### src/rtl/uart_rx_deserializer.sv
// UART receive deserializer: sync rx, qualify start, centre-sample DATA_BITS, check stop (+ parity under UART_RX_PARITY_EN).
// Latency: 2 clk synchroniser + tick quantisation; result pulses one clk after the mid-stop-bit tick.
// Backpressure: none; data_valid is a one-clk pulse and a consumer that misses it loses the word.
module uart_rx_deserializer #(
    parameter int DATA_BITS  = 8,
    parameter int PARITY_ODD = 0
) (
    input  logic                 clk,
    input  logic                 rst,
    input  logic                 oversampling_clk,
    input  logic [4:0]           oversampling_factor,
    input  logic                 rx,
    output logic [DATA_BITS-1:0] data,
    output logic                 data_valid,
    output logic                 framing_error,
    output logic                 parity_error,
    output logic                 busy
);

`ifdef UART_RX_PARITY_EN
    typedef enum logic [2:0] {IDLE, START, DATA, PARITY, STOP} state_t;
    localparam logic PAR_ODD = (PARITY_ODD != 0);
`else
    typedef enum logic [1:0] {IDLE, START, DATA, STOP} state_t;
`endif

    localparam logic [2:0] LAST_IDX = 3'(DATA_BITS - 1);

    if (DATA_BITS < 5 || DATA_BITS > 8 || PARITY_ODD < 0 || PARITY_ODD > 1) begin : g_bad_params
        $error("uart_rx_deserializer: DATA_BITS must be 5..8 and PARITY_ODD 0 or 1");
    end

    state_t               state;
    logic                 rx_meta;
    logic                 rx_sync;
    logic                 osc_q;
    logic                 tick;
    logic [4:0]           ovs_q;
    logic [4:0]           ovs_next;
    logic [4:0]           cnt;
    logic [2:0]           bit_idx;
    logic [DATA_BITS-1:0] shreg;
    logic                 half_bit;
    logic                 full_bit;

    assign tick     = oversampling_clk & ~osc_q;
    // Fewer than 4 samples per bit leaves no usable centre point.
    assign ovs_next = (oversampling_factor < 5'd4) ? 5'd4 : oversampling_factor;
    assign half_bit = (cnt == ((ovs_q >> 1) - 5'd1));
    assign full_bit = (cnt == (ovs_q - 5'd1));

`ifdef UART_RX_PARITY_EN
    logic par_mis;
`else
    assign parity_error = 1'b0;
`endif

    always_ff @(posedge clk) begin
        if (!rst) begin
            state         <= IDLE;
            rx_meta       <= 1'b1;
            rx_sync       <= 1'b1;
            osc_q         <= 1'b0;
            ovs_q         <= 5'd0;
            cnt           <= 5'd0;
            bit_idx       <= 3'd0;
            shreg         <= '0;
            data          <= '0;
            data_valid    <= 1'b0;
            framing_error <= 1'b0;
            busy          <= 1'b0;
`ifdef UART_RX_PARITY_EN
            par_mis       <= 1'b0;
            parity_error  <= 1'b0;
`endif
        end else begin
            rx_meta       <= rx;
            rx_sync       <= rx_meta;
            osc_q         <= oversampling_clk;
            data_valid    <= 1'b0;
            framing_error <= 1'b0;
`ifdef UART_RX_PARITY_EN
            parity_error  <= 1'b0;
`endif
            if (tick) begin
                case (state)
                    IDLE: begin
                        if (!rx_sync) begin
                            state <= START;
                            cnt   <= 5'd0;
                            ovs_q <= ovs_next;
                            busy  <= 1'b1;
`ifdef UART_RX_PARITY_EN
                            par_mis <= 1'b0;
`endif
                        end
                    end
                    START: begin
                        if (half_bit) begin
                            // A line back high at mid-start is noise, not a frame.
                            if (!rx_sync) begin
                                cnt     <= 5'd0;
                                bit_idx <= 3'd0;
                                state   <= DATA;
                            end else begin
                                state <= IDLE;
                                busy  <= 1'b0;
                            end
                        end else begin
                            cnt <= cnt + 5'd1;
                        end
                    end
                    DATA: begin
                        if (full_bit) begin
                            shreg   <= {rx_sync, shreg[DATA_BITS-1:1]};
                            cnt     <= 5'd0;
                            bit_idx <= bit_idx + 3'd1;
                            if (bit_idx == LAST_IDX) begin
`ifdef UART_RX_PARITY_EN
                                state <= PARITY;
`else
                                state <= STOP;
`endif
                            end
                        end else begin
                            cnt <= cnt + 5'd1;
                        end
                    end
`ifdef UART_RX_PARITY_EN
                    PARITY: begin
                        if (full_bit) begin
                            par_mis <= rx_sync ^ (^shreg) ^ PAR_ODD;
                            cnt     <= 5'd0;
                            state   <= STOP;
                        end else begin
                            cnt <= cnt + 5'd1;
                        end
                    end
`endif
                    STOP: begin
                        if (full_bit) begin
                            // Leave at mid-stop so an immediately following start edge is seen.
                            cnt           <= 5'd0;
                            state         <= IDLE;
                            busy          <= 1'b0;
                            framing_error <= ~rx_sync;
`ifdef UART_RX_PARITY_EN
                            parity_error  <= par_mis;
                            if (rx_sync && !par_mis) begin
`else
                            if (rx_sync) begin
`endif
                                data       <= shreg;
                                data_valid <= 1'b1;
                            end
                        end else begin
                            cnt <= cnt + 5'd1;
                        end
                    end
                    default: begin
                        state <= IDLE;
                        busy  <= 1'b0;
                    end
                endcase
            end
        end
    end

endmodule
### config.mk
export PLATFORM = sky130hd
export DESIGN_NAME = uart_rx_deserializer
export DESIGN_NICKNAME = d
export VERILOG_FILES = /design/src/rtl/uart_rx_deserializer.sv
export SDC_FILE = /design/constraint.sdc
export NUM_CORES = 1
export LEC_CHECK = 0
export ABC_AREA = 1
export ABC_CLOCK_PERIOD_IN_PS = 2700
export BUFFER_PORTS_ARGS = -buffer_cell sky130_fd_sc_hd__buf_4
export CAP_MARGIN = 10
export CORE_ASPECT_RATIO = 1.4
export CORE_MARGIN = 5
export CORE_UTILIZATION = 50
export CTS_BUF_LIST = sky130_fd_sc_hd__clkbuf_16
export DETAILED_ROUTE_END_ITERATION = 8
export PLACE_DENSITY = 0.71
export SLEW_MARGIN = 20
export SYNTH_ARGS = -nofsm -noshare
export SYNTH_HDL_FRONTEND = slang
export SYNTH_SLANG_ARGS = --single-unit
### constraint.sdc
create_clock -name clk -period 2.7 [get_ports clk]
set_input_delay 0 -clock clk [delete_from_list [all_inputs] [get_ports clk]]
set_output_delay 0 -clock clk [all_outputs]
set_load 0.1 [all_outputs]
* After elaboration in Yosys (flattened, before gate mapping)
Cells that the tools add are included.
Word-level totals: word-level logic and storage cells 66, register bits 37
Cells by class: magnitude comparators 1, equality and inequality tests 13, reduce and logical (&&, ||, !) cells 11, muxes and demuxes 22, $add $sub $neg 4, bitwise gates (word level) 3
Operator list (number):
- 5-bit 2-to-1 mux | 4
- 5-bit case mux with 3 select lines | 1
- 2-bit != test, second input constant | 7
- 2-bit 2-to-1 mux | 6
- 6-bit AND reduction | 2
- 5-bit equality test | 2
- 3-bit 2-to-1 mux | 3
- 2-bit case mux with 4 select lines | 1
- 4-bit AND reduction | 2
- 3-bit case mux with 2 select lines | 1
- 3-bit AND reduction | 2
- 5-bit by 1-bit adder with 5-bit output, second input constant | 1
- 5-bit by 3-bit < comparator with 1-bit output, second input constant | 1
- 1-bit 2-to-1 mux | 5
- 5-bit AND reduction | 1
- 4-bit by 1-bit subtractor with 5-bit output, second input constant | 1
- 5-bit by 1-bit subtractor with 5-bit output, second input constant | 1
- 2-bit equality test, second input constant | 2
- 3-bit by 1-bit adder with 3-bit output, second input constant | 1
- 3-bit equality test, second input constant | 1
- 1-bit case mux with 3 select lines | 1
- 3-bit nonzero test | 1
- 2-bit by 1-bit equality test with 1-bit output, second input constant | 1
- 2-bit zero test | 1
- 4 further kinds | 5

* Depth between registers and ports, before layout
word-level depth 4, mapped depth 15, mapped depth without buffers 15

* Least setup slack after synthesis
No wires, ideal clock.
kind register to register, from register ovs_q[1], to register data[3], library setup time 0.113 ns, arrival 1.655 ns, required time 2.587 ns, cell stages (with the launch flop) 14, period minus slack after synthesis 1.767 ns, path slack 0.933 ns, cells stage by stage dfxtp_1 inv_1 ha_1 nand2_1 inv_1 nor2_1 nand2_1 nor2_2 nand3_4 inv_2 nand4_4 buf_6 nor2_1 nor2_1
Between the ends: cells in the longest elaborated chain, start to end 3
RTL lines:
- start: declaration | line 38 | logic [4:0] ovs_q;
- start signal: assignment | line 91 | ovs_q <= ovs_next;
- 5-bit by 1-bit subtractor with 5-bit output | line 50 | assign full_bit = (cnt == (ovs_q - 5'd1));
- 5-bit equality test | line 50
- 4-bit AND reduction (no line)
- end signal: assignment | line 153 | data <= shreg;
- end: declaration | line 13 | output logic [DATA_BITS-1:0] data,
No other way between the ends. A chain may end at the register's enable or synchronous reset.

* Worst setup path after layout
from register ovs_q[0], to register shreg[1]
Between the ends: cells in the longest elaborated chain, start to end 3
RTL lines:
- 5-bit by 1-bit subtractor with 5-bit output | line 50
- 5-bit equality test | line 50
- 3-bit AND reduction (no line)
- end signal: assignment | line 115 | shreg <= {rx_sync, shreg[DATA_BITS-1:1]};
- end: declaration | line 42 | logic [DATA_BITS-1:0] shreg;
No other way between the ends.

==> key figures <==
Status
  – Status: finished clean

Placement
  – Pre-CTS WS: around 0.74 ns
  – Detail Placement HPWL: ~3200 um
  – Port buffer count: 19
  – Gpl congestion: approximately 0.90

Critical path
  – Buffers & Inverters on Critical Path: 3
  – WS Path Type: register to register
  – CP required: between 2 and 3 ns
  – CP Data Arrival Time: 2.12 ns
  – Largest stage delay on the critical path: approximately 0.35 ns
  – Crit path max-delay family: simple AND/OR/NAND/NOR gates
  – Critical path launch point type: register
  – CP Capture Type: register
  – CP max-delay cell: dfxtp_1
  – Max Fanout on Critical Path: 7
  – CP cell instances: inv_1, ha_1, nand2_1, inv_1, nor2_1, nand2_1, nor2_2, nand3_4, inv_2, nand3_1, o21ai_0, a21oi_1

Clock tree
  – # H-tree levels: 2
  – Clock Sinks: 37
  – CTS tree: done
  – Max Buffers Root-to-Sink: 2
  – Worst skew pair latency: between 0.2 and 0.3 ns
  – TritonCTS buffer count: 5
  – CTS clk-pin slew, worst paths: around 0.05 ns
  – Setup bufs post-CTS: 0
  – Root Buffer: clkbuf_16

Floorplanning
  – Die span in x: 64.0 um
  – Die H: ~86 um
  – Initial Util: between 50% and 60%
  – Num ports: 21
  – Die area: roughly 5500 um^2
  – Row cnt: 27
  – Core region area: 3950 um^2

Detailed routing
  – Uppermost layer routed: met4
  – Pre-antenna DRT Iters: 4
  – 1st-iter DRT viols: 86
  – Routed wl met2: 2230 um
  – DR DRC count: 0
  – Via count: 1,882
  – DR WL/cell: roughly 12 um
  – Total length of routed met3 wires: between 100 and 150 um
  – Post-DRT Antenna Nets: 0
  – Vias/cell: roughly 5.1
  – M1 wire length: just under 2000 um
  – DRT Wirelength: about 4400 um

Layout
  – Most common cell after layout, fill and taps aside: nand2_1
  – Multi-input logic area: 1070 um^2
  – Layout cells sized above 1: approximately 15%
  – FF/Latch Area: approximately 740 um^2
  – Fillers: roughly 380
  – Most frequent cells in the layout: 78 x nand2_1, 47 x nor2_1, 37 x dfxtp_1
  – Final net count: 340
  – P&R area growth vs syn: 14.3%
  – Ant diodes: 0

Pwr
  – Logic pwr share: about 13%
  – Maximum VDD drop: approximately 0.55 mV
  – Part of the power in the clock network: between 40% and 50%
  – PwrDens: 547 nW/um^2
  – Lkg Pwr: approximately 1.2 nW
  – Sw Pwr: roughly 0.33 mW
  – Switch share: 25.8%
  – Pint: between 0.9 and 1 mW
  – Sequential Power Share: 45.5%
  – Power Total: 1.28 mW

Yosys
  – Synth async-reset ratio: 0%
  – Synth Warn #: 0
  – Cells after synthesis: just over 300
  – Syn Nets: approximately 320
  – Synth Cell Area: ~2000 um^2
  – EDFF count, synth: 0
  – Flops & latches, synth: 37
  – Prevailing post-synth register cell: dfxtp_1
  – Seq/Total Area, Yosys: 36.3%
  – Synth Area per Inst: roughly 6.7 um^2
  – Cell variety after synth: 32

Timing
  – Final TNS setup: 0 ns
  – Pins Over Slew Limit: 0
  – Worst clock skew: between 0.002 and 0.003 ns
  – Final setup fails: 0
  – Highest clock rate: approximately 510 MHz
  – Worst hold slack: between 0.002 and 0.0025 ns
  – Post-layout min period: 1.96 ns
  – Hold violation count in the final report: 0
  – Final setup margin: around 0.74 ns
  – RSZ-0062 raised after global routing: false
  – Period utilisation layout: roughly 73%

Global routing
  – Vias in the first global route: 1,837
  – Largest net degree at the start of global routing: 26
  – First-pass GRT wire length: 7940 um
  – GRT Overall Usage: ~18%
  – Antenna violations before repair: 0
  – Total grt overflow: 0

Run
  – Max Cap Viol: 0

Min path
  – Min-delay worst type: input port to register
==> state kept, by name, summed over array words and instances (netlist names), named ones only <==
| name | cells |
|---|---|
| busy | 1 |
| ovs_q | 5 |
| data | 8 |
| state | 1 |
| rx_sync | 1 |
| shreg | 8 |
| rx_meta | 1 |
| bit_idx | 3 |
| framing_error | 1 |
| osc_q | 1 |
| cnt | 5 |
| data_valid | 1 |
==> cells by family after synthesis <==
group	after synthesis	share of synthesized area, %
other cells	1	0.184
xor+xnor	5	2.15
fa+ha+maj	6	3.68
simple gates	171	38.4
flops	37	36.3
buf+inv	54	11.0
compound gates	32	8.22
==> power by group through the flow <==
stage	registers (mW)	clock network [mW]	logic (mW)
after CTS	0.580	0.540	0.165
after global routing	0.582	0.566	0.188
after global placement	0.592	0	0.160
after floorplan	0.588	0	0.129
final	0.580	0.532	0.164
after detailed placement	0.592	0	0.162
==> per-stage QoR <==
stage,instances,area [um^2],util [%]
floorplan,306,2040,-
global placement,359,2180,55.2
detailed placement,359,2180,55.2
CTS,368,2330,59.0
global route,368,2330,59.0
finish,368,2330,59.0
==> synthesized netlist by cell type, types with 2 or more instances <==
cell type,n,area share (%)
nor3_1,2,0.49
nor2_2,3,0.92
nand2_2,3,0.92
nand3_1,20,4.9
buf_2,3,0.74
inv_1,35,6.4
or2_2,2,0.61
xor2_1,5,2.1
nor2_1,47,8.6
a21oi_1,16,3.9
ha_1,6,3.7
buf_4,3,1.1
inv_2,10,1.8
nor2_4,2,1.1
dfxtp_1,37,36
o21ai_0,12,2.9
nand4_1,8,2.5
nand2_1,78,14
==> layout make-up <==
| cell class | instances | area share, % |
|---|---|---|
| inverters | 45 | 7.24 |
| well taps | 43 | 2.31 |
| clock buffers | 5 | 5.36 |
| flip-flops and latches | 37 | 31.7 |
| clock inverters | 2 | 0.322 |
| multi-input cells | 215 | 46.1 |
| repair buffers | 21 | 6.97 |
==> what timing repair did <==
item | CTS | global route
resized for setup | 0 | 0
hold endpoints to repair | 2 | 0
hold buffers | 2 | 0
==> tightest hold or removal path, delay by kind of cell <==
kind	cells	cell delay, ns
compound gates	2	0.16
buf+inv	1	0.08
==> layer usage <==
layer | global-route usage, % | vias up
li1 | - | 992
met1 | 21.0 | 845
met2 | 31.2 | 36
met3 | 2.75 | 9
met4 | 7.75 | 0
met5 | 0 | -
==> worst paths after layout <==
path                   end  cells past startpoint  slack, ns                   start
hold reg to reg    rx_sync                      1       0.41                 rx_meta
hold / removal    ovs_q[3]                      3      0.002  oversampling_factor[3]
setup / recovery  shreg[1]                     12       0.74                ovs_q[0]
setup reg to reg  shreg[1]                     12       0.74                ovs_q[0]
(Power assumes the default switching activity.)
